File: src/rtl/scroll_coord_gen.sv
// scroll_coord_gen: 640x480@60 raster timing plus scrolled cell coordinates
// for a sine-wave background layer.
//
// Ports
//   clk          pixel clock; all state changes on the rising edge
//   rst          asynchronous active-high reset
//   run          1 = scroll and frame counter advance at frame end
//   speed[1:0]   scroll step per frame in pixels
//   auto_dn      1 = automatic day/night toggling every DN_FRAMES frames
//   hsync/vsync  active-low syncs
//   active       inside the visible area
//   x[5:0]       scrolled horizontal cell ((hpos+scroll) mod 512) >> 3
//   y[4:0]       sine row ((vpos-V_OFS) >> 4), 31 outside the 352-line band
//   daynight     background select
//   frame_start  one-cycle pulse for pixel (0,0)
//
// Every output is registered and reflects the raster position one clock
// earlier. The timing geometry is parameterized; the defaults are the
// standard 800x525 raster.
module scroll_coord_gen #(
  parameter int DN_FRAMES = 256,
  parameter int V_OFS     = 64,
  parameter int H_VIS     = 640,
  parameter int H_SS      = 656,
  parameter int H_SE      = 752,
  parameter int H_TOT     = 800,
  parameter int V_VIS     = 480,
  parameter int V_SS      = 490,
  parameter int V_SE      = 492,
  parameter int V_TOT     = 525
) (
  input  logic       clk,
  input  logic       rst,
  input  logic       run,
  input  logic [1:0] speed,
  input  logic       auto_dn,
  output logic       hsync,
  output logic       vsync,
  output logic       active,
  output logic [5:0] x,
  output logic [4:0] y,
  output logic       daynight,
  output logic       frame_start
);

  localparam logic [9:0] HV  = 10'(H_VIS);
  localparam logic [9:0] HSS = 10'(H_SS);
  localparam logic [9:0] HSE = 10'(H_SE);
  localparam logic [9:0] HL  = 10'(H_TOT - 1);
  localparam logic [9:0] VV  = 10'(V_VIS);
  localparam logic [9:0] VSS = 10'(V_SS);
  localparam logic [9:0] VSE = 10'(V_SE);
  localparam logic [9:0] VL  = 10'(V_TOT - 1);
  localparam logic [9:0] VO  = 10'(V_OFS);
  localparam logic [9:0] VOE = 10'(V_OFS + 352);
  localparam logic [9:0] DNL = 10'(DN_FRAMES - 1);

  logic [9:0] hpos, vpos;
  logic [8:0] scroll;
  logic [9:0] frame_cnt;

  logic h_last, v_last, frame_end;
  logic act_c, band_c;
  logic [5:0] x_c;
  logic [4:0] y_c;

  assign h_last    = (hpos == HL);
  assign v_last    = (vpos == VL);
  // Last pixel of the last visible line: scroll and frame counter step here,
  // so the new values take effect with the next frame's first visible pixel.
  assign frame_end = h_last && (vpos == VV - 10'd1);

  assign act_c  = (hpos < HV) && (vpos < VV);
  assign band_c = (vpos >= VO) && (vpos < VOE);
  // 9-bit sum wraps mod 512 before the cell index is taken.
  assign x_c    = act_c ? 6'((hpos[8:0] + scroll) >> 3) : 6'd0;
  assign y_c    = (act_c && band_c) ? 5'((vpos - VO) >> 4) : 5'd31;

  // Raster counters
  always_ff @(posedge clk or posedge rst) begin
    if (rst) begin
      hpos <= '0;
      vpos <= '0;
    end else if (h_last) begin
      hpos <= '0;
      vpos <= v_last ? 10'd0 : vpos + 10'd1;
    end else begin
      hpos <= hpos + 10'd1;
    end
  end

  // Per-frame state: scroll offset, day/night frame counter
  always_ff @(posedge clk or posedge rst) begin
    if (rst) begin
      scroll    <= '0;
      frame_cnt <= '0;
      daynight  <= 1'b0;
    end else if (frame_end && run) begin
      scroll <= scroll + {7'd0, speed};
      if (auto_dn) begin
        if (frame_cnt == DNL) begin
          frame_cnt <= '0;
          daynight  <= ~daynight;
        end else begin
          frame_cnt <= frame_cnt + 10'd1;
        end
      end
    end
  end

  // Output registers
  always_ff @(posedge clk or posedge rst) begin
    if (rst) begin
      hsync       <= 1'b1;
      vsync       <= 1'b1;
      active      <= 1'b0;
      x           <= '0;
      y           <= 5'd31;
      frame_start <= 1'b0;
    end else begin
      hsync       <= !((hpos >= HSS) && (hpos < HSE));
      vsync       <= !((vpos >= VSS) && (vpos < VSE));
      active      <= act_c;
      x           <= x_c;
      y           <= y_c;
      frame_start <= (hpos == 10'd0) && (vpos == 10'd0);
    end
  end

endmodule

File: config.mk
export PLATFORM = sky130hd
export DESIGN_NAME = scroll_coord_gen
export DESIGN_NICKNAME = d
export VERILOG_FILES = /design/src/rtl/scroll_coord_gen.sv
export SDC_FILE = /design/constraint.sdc
export NUM_CORES = 1
export LEC_CHECK = 0
export CORE_MARGIN = 2
export CORE_UTILIZATION = 50
export CTS_CLUSTER_SIZE = 40
export DETAILED_ROUTE_END_ITERATION = 10
export GPL_ROUTABILITY_DRIVEN = 0
export PLACE_DENSITY = 0.79
export SLEW_MARGIN = 20
export SYNTH_ARGS = -nofsm -noshare
export SYNTH_HDL_FRONTEND = slang
export SYNTH_SLANG_ARGS = --single-unit
File: constraint.sdc
create_clock -name clk -period 1.9 [get_ports clk]
set_clock_uncertainty 0.15 [all_clocks]
set_input_delay 0.38 -clock clk [delete_from_list [all_inputs] [get_ports clk]]
set_output_delay 0.38 -clock clk [all_outputs]
set_load 0.01 [all_outputs]
# Yosys cells after proc, flatten, opt, wreduce, memory -nomap -nowiden
# Cells that the tools add are included.
[word_totals] reg_bits=55 latch_bits=0 mem_bits_rw=0 rom_bits=0 inputBits=6 output_inout_bits=16 elab_cells=49 memories=0
[classes] n_addsub=6 multipliers=0 div=0 order_cmp=8 eq_ne=4 shift=0 mux=5 bitwise=1 reduce_logical=14
[op_table] op="$add 10x1->10 const B" count=3
[op_table] op="$lt 10x9->1 const B" count=3
[op_table] op="$mux 10" count=3
[op_table] op="$eq 10x10->1 const B" count=2
[op_table] op="$logic_not 10->1" count=2
[op_table] op="$lt 10x10->1 const B" count=2
[op_table] op="$eq 10x8->1 const B" count=1
[op_table] op="$eq 10x9->1 const B" count=1
[op_table] op="$ge 10x10->1 const B" count=1
[op_table] op="$ge 10x7->1 const B" count=1
[op_table] op="$ge 10x9->1 const B" count=1
[op_table] op="$add 9x2->9" count=1
[op_table] op="$add 9x9->9" count=1
[op_table] op="$sub 9x7->9 const B" count=1
[op_table] op="$logic_and 1x1->1" count=8
[op_table] op="$mux 6" count=1
[op_table] op="$mux 5" count=1
[op_table] op="$reduce_and 3->1" count=1
[op_table] op="$logic_not 1->1" count=2
[op_table] op="$reduce_and 2->1" count=1
[op_table] op="$not 1->1" count=1

# Logic depth before layout (Yosys ltp)
# Gate-level depths: netlist (run 1).
[depth] depth_word=4 depth_mapped=7 ltp_nobuf=7

# Worst setup path after synthesis (run 1)
# Ideal clock, no wire load.
[synth_timing] path_type="reg2reg" start="register vpos[6]" end="register frame_cnt[8]" setup_time_ns=0.125 arrival_time_ns=1.718 t_required_ns=1.625 slack_ns=-0.092 path_stages_with_launch=7 path_buffers=0 period_less_slack_ns=1.992 cell_sequence="dfrtp_1 > ha_1 > and4b_1 > nor4b_4 > nand3_1 > nor2_1 > mux2_2"
[synth_between] elab_chain_len=4
[synth_rtl] item="start: declaration" line_no="58" source="logic [9:0] hpos, vpos;"
[synth_rtl] item="start signal: assignment" line_no="86" source="vpos <= v_last ? 10'd0 : vpos + 10'd1;"
[synth_rtl] item="$eq 10x9->1" line_no="71" source="assign frame_end = h_last && (vpos == VV - 10'd1);"
[synth_rtl] item="$logic_and 1x1->1" line_no="71"
[synth_rtl] item="$logic_and 1x1->1" line_no="98" source="end else if (frame_end && run) begin"
[synth_rtl] item="$reduce_and 2->1 (no line)"
[synth_rtl] item="end signal: assignment" line_no="105" source="frame_cnt <= frame_cnt + 10'd1;"
[synth_rtl] item="end: declaration" line_no="60" source="logic [9:0] frame_cnt;"
# Every way passes these cells.
# A chain may end at the register's enable or synchronous reset.

# Final worst setup path (run 1)
[layout_timing] start="register vpos[6]" end="register frame_cnt[9]"
# The elaborated chain is that of the path after synthesis.

==> impl_metrics.env, run 1 <==
export IMPL_outcome="finished with violations"
export IMPL_violations="negative setup slack"
export IMPL_fmax_mhz=517
export IMPL_whs_ns=0.294
export IMPL_grt_max_degree=56
export IMPL_path_cells="ha_2, and4b_1, nor4b_4, and3_4, nand4_1, xnor2_1"
export IMPL_initial_core_util=0.525
export IMPL_critPathArrivalTime_ns=1.99
export IMPL_drc_errors=0
export IMPL_place_area_mm2=0.00358
export IMPL_final_setup_viol_count=9
export IMPL_swShare=0.222
export IMPL_cts_tree="done"
export IMPL_ys_ff_latch=55
export IMPL_layout_drive_gt1_share=0.287
export IMPL_core_mm2=0.00561
export IMPL_die_y_um=80.7
export IMPL_synth_common_cells="dfrtp_1, nand2_1, xnor2_1"
export IMPL_maxSlewViolCount=0
export IMPL_first_pass_iters=4
export IMPL_synth_area_mm2=0.00294
export IMPL_grt_overflow=0
export IMPL_synth_compound_area_frac=0.0905
export IMPL_final_min_clock_period_ns=1.94
export IMPL_cp_required_ns=1.95
export IMPL_synthCells=283
export IMPL_crit_slowest_cell="dfrtp_1"
export IMPL_synth_most_common_cell="dfrtp_1"
export IMPL_slowest_delay_ns=0.38
export IMPL_rows=27
export IMPL_final_area_mm2=0.00386
export IMPL_portBuffers=21
export IMPL_drt_wl_total_um=7210
export IMPL_clockRootBuffer="clkbuf_8"
export IMPL_synthTopCellsByArea="dfrtp_1, ha_1, xnor2_1"
export IMPL_synth_edf_count=0
export IMPL_grt_pass1_vias=2421
export IMPL_async_flop_share=1.00
export IMPL_synth_top_cell_area_share=0.408
export IMPL_drt_iter0_markers=192
export IMPL_cap_violations=0
export IMPL_n_antenna_cell=0
export IMPL_clk_path_buf_depth=2
export IMPL_yosys_area_share_simple=0.235
export IMPL_tns_ns=-0.209
export IMPL_cts_sinks=55
export IMPL_synth_xor_area_share=0.0892
export IMPL_worstMarginPinSlew_ns=0.421
export IMPL_groute_usage_overall=0.229
export IMPL_syn_nets=308
export IMPL_dp_cells=416
export IMPL_areaGrowthSynthToFinish_pct=31.3
export IMPL_yosysUniqueCellTypes=44
export IMPL_fin_cells=427
export IMPL_dominantRegCellSynth="dfrtp_1"
export IMPL_peakVddDrop_uv=263
export IMPL_grt_pass1_wl_um=11500
export IMPL_antenna_found_initial=0
export IMPL_worst_slack_ns=-0.0352
export IMPL_clkPwrFrac=0.363
export IMPL_cp_end_kind="register"
export IMPL_slew_headroom=0.717
export IMPL_fin_nets=379
export IMPL_vias=2449
export IMPL_p_per_area_mw_per_mm2=493
export IMPL_wire_per_inst_um=16.9
export IMPL_utilization=0.689
export IMPL_timing_final_crit_share=1.02
export IMPL_htree_levels=2
export IMPL_rsz0062_at_grt="yes"
export IMPL_synth_avg_cell_area_um2=10.4
export IMPL_dp_hpwl_um=5120
export IMPL_seqPwrFrac=0.614
export IMPL_power_frac_comb=0.023
export IMPL_synth_top_area_cell="dfrtp_1"
export IMPL_detail_route_antenna_nets=0
export IMPL_synth_mux_area_frac=0.00765
export IMPL_path_class="register to register"
export IMPL_yosysWarnings=0
export IMPL_die_w_um=80.7
export IMPL_crit_path_max_fanout=7
export IMPL_hold_buffers=0
export IMPL_p_sw_uw=422
export IMPL_numCtsBuffers=5
export IMPL_synth_seq_area_share=0.470
export IMPL_clock_latency_ns=0.31
export IMPL_fp_dieArea_mm2=0.00652
export IMPL_hold_class="input port to asynchronous set/reset pin"
export IMPL_io_pins=22
export IMPL_clk_pin_slew_worst_paths_ns=0.11
export IMPL_synth_fa_ha_area_frac=0.0833
export IMPL_synth_top_family_by_area="simple AND/OR/NAND/NOR gates"
export IMPL_viasPerCell=5.74
export IMPL_hold_viol_final=0
export IMPL_p_int_mw=1.48
export IMPL_worst_setup_path_start_kind="register"
export IMPL_power_leakage_nw=1.73
==> sequential cells by signal (all words and copies together), names as in the netlist <==
signal	count
frame_cnt	10
hpos	10
vpos	10
scroll	9
x	6
y	5
active	1
daynight	1
frame_start	1
hsync	1
vsync	1
==> cell usage in the layout (no fill, tap or decap), drive strengths merged, types with 3 or more instances in the layout <==
master	Yosys	final
xnor2	22	22
a31oi	3	3
nand4	11	11
and4	3	3
nor4	4	4
a21oi	8	8
dfrtp	48	48
xor2	8	8
nand2	26	26
and3	8	8
nor2b	4	4
or4	4	4
nor3	4	4
o21ai	17	17
dfstp	7	7
nand3b	3	3
ha	18	18
o21a	3	3
nand3	19	19
o31ai	5	5
clkbuf	1	6
dlymetal6s2s	0	5
nor2	13	13
buf	4	48
nand2b	4	4
inv	12	12
clkdlybuf4s50	0	14
a21o	3	3
==> worst paths after layout <==
path	startpoint	depth (start not counted)	endpoint	slack, ns
worst min-delay path	rst	3	hpos[0]$_DFF_PP0_	0.29
min in group clk	frame_cnt[4]$_DFFE_PP0P_	1	frame_cnt[4]$_DFFE_PP0P_	0.35
max in group asynchronous	rst	3	vsync$_DFF_PP1_	0.99
worst min register to register	frame_cnt[4]$_DFFE_PP0P_	1	frame_cnt[4]$_DFFE_PP0P_	0.35
worst max register to register	vpos[6]$_DFFE_PP0N_	6	frame_cnt[9]$_DFFE_PP0P_	-0.04
worst max-delay path	vpos[6]$_DFFE_PP0N_	6	frame_cnt[9]$_DFFE_PP0P_	-0.04
==> kinds of logic after synthesis <==
group,after synthesis
compound gates,44
buf+inv,17
mux,2
flops,55
xor+xnor,30
fa+ha+maj,19
simple gates,116
==> critical path, delay by kind of cell, from the launching register on <==
kind                     cells  cell delay (ns)
flip-flops                   1             0.38
AND/OR/NAND/NOR              4             0.98
adder cells (fa/ha/maj)      1             0.18
XOR/XNOR                     1             0.14
==> routing by layer <==
layer,GRT usage,part of all wire,vias to the layer above
li1,-,-,1150
met1,0.309,0.44,1231
met2,0.389,0.51,58
met3,0.0289,0.043,10
met4,0.0695,0.015,0
met5,0,0,-
==> repair_timing <==
action / CTS / global route
setup endpoints to repair: 15 / 36
buffers inserted: 1 / 2
pin swaps: 17 / 13
gates resized for setup: 9 / 39
==> final cells by class <==
| type | instances | area [um^2] |
|---|---|---|
| clock buffer | 6 | 82.6 |
| sequential | 55 | 1390 |
| timing repair buffer | 69 | 604 |
| tap | 72 | 90.1 |
| clock inverter | 2 | 16.3 |
| inverter | 12 | 45.0 |
| fill | 431 | 1740 |
| multi-input combinational | 211 | 1640 |
==> power by group through the flow <==
stage          combinational [mW]  sequential, mW  clock [mW]
5_1_grt                    0.0498            1.17       0.765
6_report                   0.0437            1.17       0.692
3_3_place_gp               0.0425            1.19           0
2_1_floorplan              0.0190            1.19           0
3_5_place_dp               0.0450            1.19           0
4_1_cts                    0.0450            1.17       0.706
==> through the flow <==
stage	power [mW]	setup slack, ns
after detailed placement	1.24	-0.401
after global routing	1.99	-0.167
after global placement	1.24	-0.349
after floorplan	1.21	-0.0231
after CTS	1.92	-0.0210
final	1.91	-0.0352
No activity file was read; power rests on OpenSTA's default activity.
==> run 2, diff against run 1 <==
MAX_ROUTING_LAYER = met4   (was unset)
PLACE_DENSITY = 0.76   (was 0.79)
clock period = 2 ns   (was 1.9 ns; I/O delays follow)
==> run 2 against run 1 <==
The run now ends clean. Utilization is 2.2 points lower. Worst setup slack better by 0.045 ns. Cell count is 0.47% lower. Register-to-register slack better by 0.05 ns. Power is 6.1% lower. Combinational power is 6.4% higher. Sequential power is 5% lower. Sequential share of layout area is 1.2 points higher. Worst hold slack worse by 0.030 ns. Via count is 1.2% lower. Global-route usage is 0.29 points higher. Largest cell class unchanged. Highest routed layer unchanged.
==> impl_metrics.env, run 2 (synthesized netlist as in run 1, its figures left out) <==
export IMPL_first_pass_iters=4
export IMPL_areaGrowthSynthToFinish_pct=27.1
export IMPL_wire_per_inst_um=16.2
export IMPL_cts_sinks=55
export IMPL_drc_errors=0
export IMPL_slew_headroom=0.692
export IMPL_numCtsBuffers=5
export IMPL_cts_tree="done"
export IMPL_endpoint="frame_start$_DFF_PP0_"
export IMPL_slowest_delay_ns=0.56
export IMPL_hold_class="input port to asynchronous set/reset pin"
export IMPL_clock_latency_ns=0.32
export IMPL_reg2reg_to="frame_start$_DFF_PP0_"
export IMPL_n_antenna_cell=0
export IMPL_power_mw=1.79
export IMPL_fillers=443
export IMPL_r2r_slack_ns=0.01
export IMPL_final_min_clock_period_ns=1.99
export IMPL_core_mm2=0.00561
export IMPL_grt_max_degree=22
export IMPL_rsz0062_at_grt="yes"
export IMPL_outcome="completed"
export IMPL_portBuffers=21
export IMPL_fp_dieArea_mm2=0.00652
export IMPL_hold_viol_final=0
export IMPL_worst_setup_path_start_kind="register"
export IMPL_layout_commonest_cell="dfrtp_1"
export IMPL_detail_route_antenna_nets=0
export IMPL_initial_core_util=0.525
export IMPL_r2r_start="vpos[6]$_DFFE_PP0N_"
export IMPL_cp_num_buf_inv=2
export IMPL_clk_pin_slew_worst_paths_ns=0.10
export IMPL_vias=2420
export IMPL_clk_path_buf_depth=2
export IMPL_crit_slowest_cell="or4_1"
export IMPL_fin_cells=425
export IMPL_cp_num_cells=6
export IMPL_groute_usage_overall=0.232
export IMPL_place_area_mm2=0.00356
export IMPL_grt_pass1_wl_um=11100
export IMPL_htree_levels=2
export IMPL_layout_common_cells="dfrtp_1, buf_4, nand2_1"
export IMPL_layout_drive_gt1_share=0.229
export IMPL_dp_hpwl_um=5000
export IMPL_crit_start="vpos[6]$_DFFE_PP0N_"
export IMPL_p_per_area_mw_per_mm2=478
export IMPL_die_w_um=80.7
export IMPL_crit_path_max_fanout=2
export IMPL_grt_overflow=0
export IMPL_cp_end_kind="register"
export IMPL_path_cells="buf_4, inv_1, ha_1, nand3b_1, or4_1, nor4_2"
export IMPL_drt_wl_total_um=6900
export IMPL_worstMarginPinSlew_ns=0.461
export IMPL_peakVddDrop_uv=427
export IMPL_path_class="register to register"
export IMPL_drt_iter0_markers=111
export IMPL_power_leakage_nw=1.70
export IMPL_cp_required_ns=2.06
export IMPL_viasPerCell=5.69
export IMPL_final_area_mm2=0.00374
export IMPL_maxSlewViolCount=0
export IMPL_critPathArrivalTime_ns=2.05
export IMPL_grt_pass1_vias=2278
export IMPL_fmax_mhz=502
export IMPL_r2r_cells=6
export IMPL_final_setup_viol_count=0
export IMPL_rows=27
export IMPL_timing_final_crit_share=0.995
export IMPL_fin_nets=377
export IMPL_crit_family="simple AND/OR/NAND/NOR gates"
export IMPL_reg_top3="frame_cnt: 10 flops, hpos: 10 flops, vpos: 10 flops"
export IMPL_dp_cells=413
export IMPL_antenna_found_initial=0
export IMPL_cap_violations=0
export IMPL_die_y_um=80.7
export IMPL_clockRootBuffer="clkbuf_8"
export IMPL_io_pins=22
run 2: cell types whose count changed in the layout (fill, tap and decap cells not counted), sizes merged:
| cell | delta |
|---|---|
| inv | +1 |
| clkinv | -1 |
| clkdlybuf4s50 | +7 |
| buf | -2 |
| dlygate4sd2 | -2 |
| dlymetal6s2s | -5 |
run 2: cell type report:
type | count | area (um^2) | share of cell area
clock buffers | 6 | 72.6 | 0.0194
clock inverters | 2 | 16.3 | 0.00435
inverters | 12 | 45.0 | 0.0120
multi-input cells | 211 | 1550 | 0.415
flip-flops and latches | 55 | 1390 | 0.370
well taps | 72 | 90.1 | 0.0241
repair buffers | 67 | 581 | 0.155
run 2: worst min-delay path by stage:
stage	start	end	slack, ns	cells past startpoint
2_1_floorplan	frame_cnt[4]$_DFFE_PP0P_	frame_cnt[4]$_DFFE_PP0P_	0.29	1
6_report	rst	vpos[6]$_DFFE_PP0N_	0.26	2
5_1_grt	rst	vpos[6]$_DFFE_PP0N_	0.31	2
3_5_place_dp	daynight$_DFFE_PP0P_	daynight$_DFFE_PP0P_	0.32	1
3_3_place_gp	frame_cnt[4]$_DFFE_PP0P_	frame_cnt[4]$_DFFE_PP0P_	0.31	1
4_1_cts	rst	vpos[6]$_DFFE_PP0N_	0.28	2
run 2: where the power goes:
part	internal (mW)	leakage, nW	total (mW)	switching (mW)
logic	0.0188	0.942	0.0465	0.0277
registers	1.11	0.714	1.11	0
clock network	0.253	0.0418	0.632	0.379
run 2: metrics by stage:
stage               worst slack (ns)  TNS [ns]   util  hold WS (ns)
finish                       0.00981         0  0.667         0.264
global route                 -0.0589    -0.355  0.667         0.314
CTS                          0.00668         0  0.651         0.275
detailed placement            -0.299     -4.22  0.635         0.319
global placement              -0.249     -3.67  0.635         0.306
floorplan                    0.00755         0      -         0.289
run 2: worst reg2reg max path, stage by stage (launching register included):
cell      delay [ns]
dfrtp_1         0.41
buf_4           0.14
inv_1           0.07
ha_1            0.15
nand3b_1        0.14
or4_1           0.56
nor4_2          0.27
run 2: per-layer routing:
layer  share of wire  up-vias  global-route usage
met3           0.026       12              0.0356
met1            0.47     1213               0.314
met2            0.49       42               0.363
met5               0        -                   -
met4           0.016        0              0.0746
li1                -     1153                   -
run 2: what timing repair did:
action | 4_1_cts | 5_1_grt
setup endpoints to repair | 2 | 23
pin swaps | 0 | 8
hold buffers | 0 | 0
resized for setup | 1 | 16
setup buffers | 0 | 4
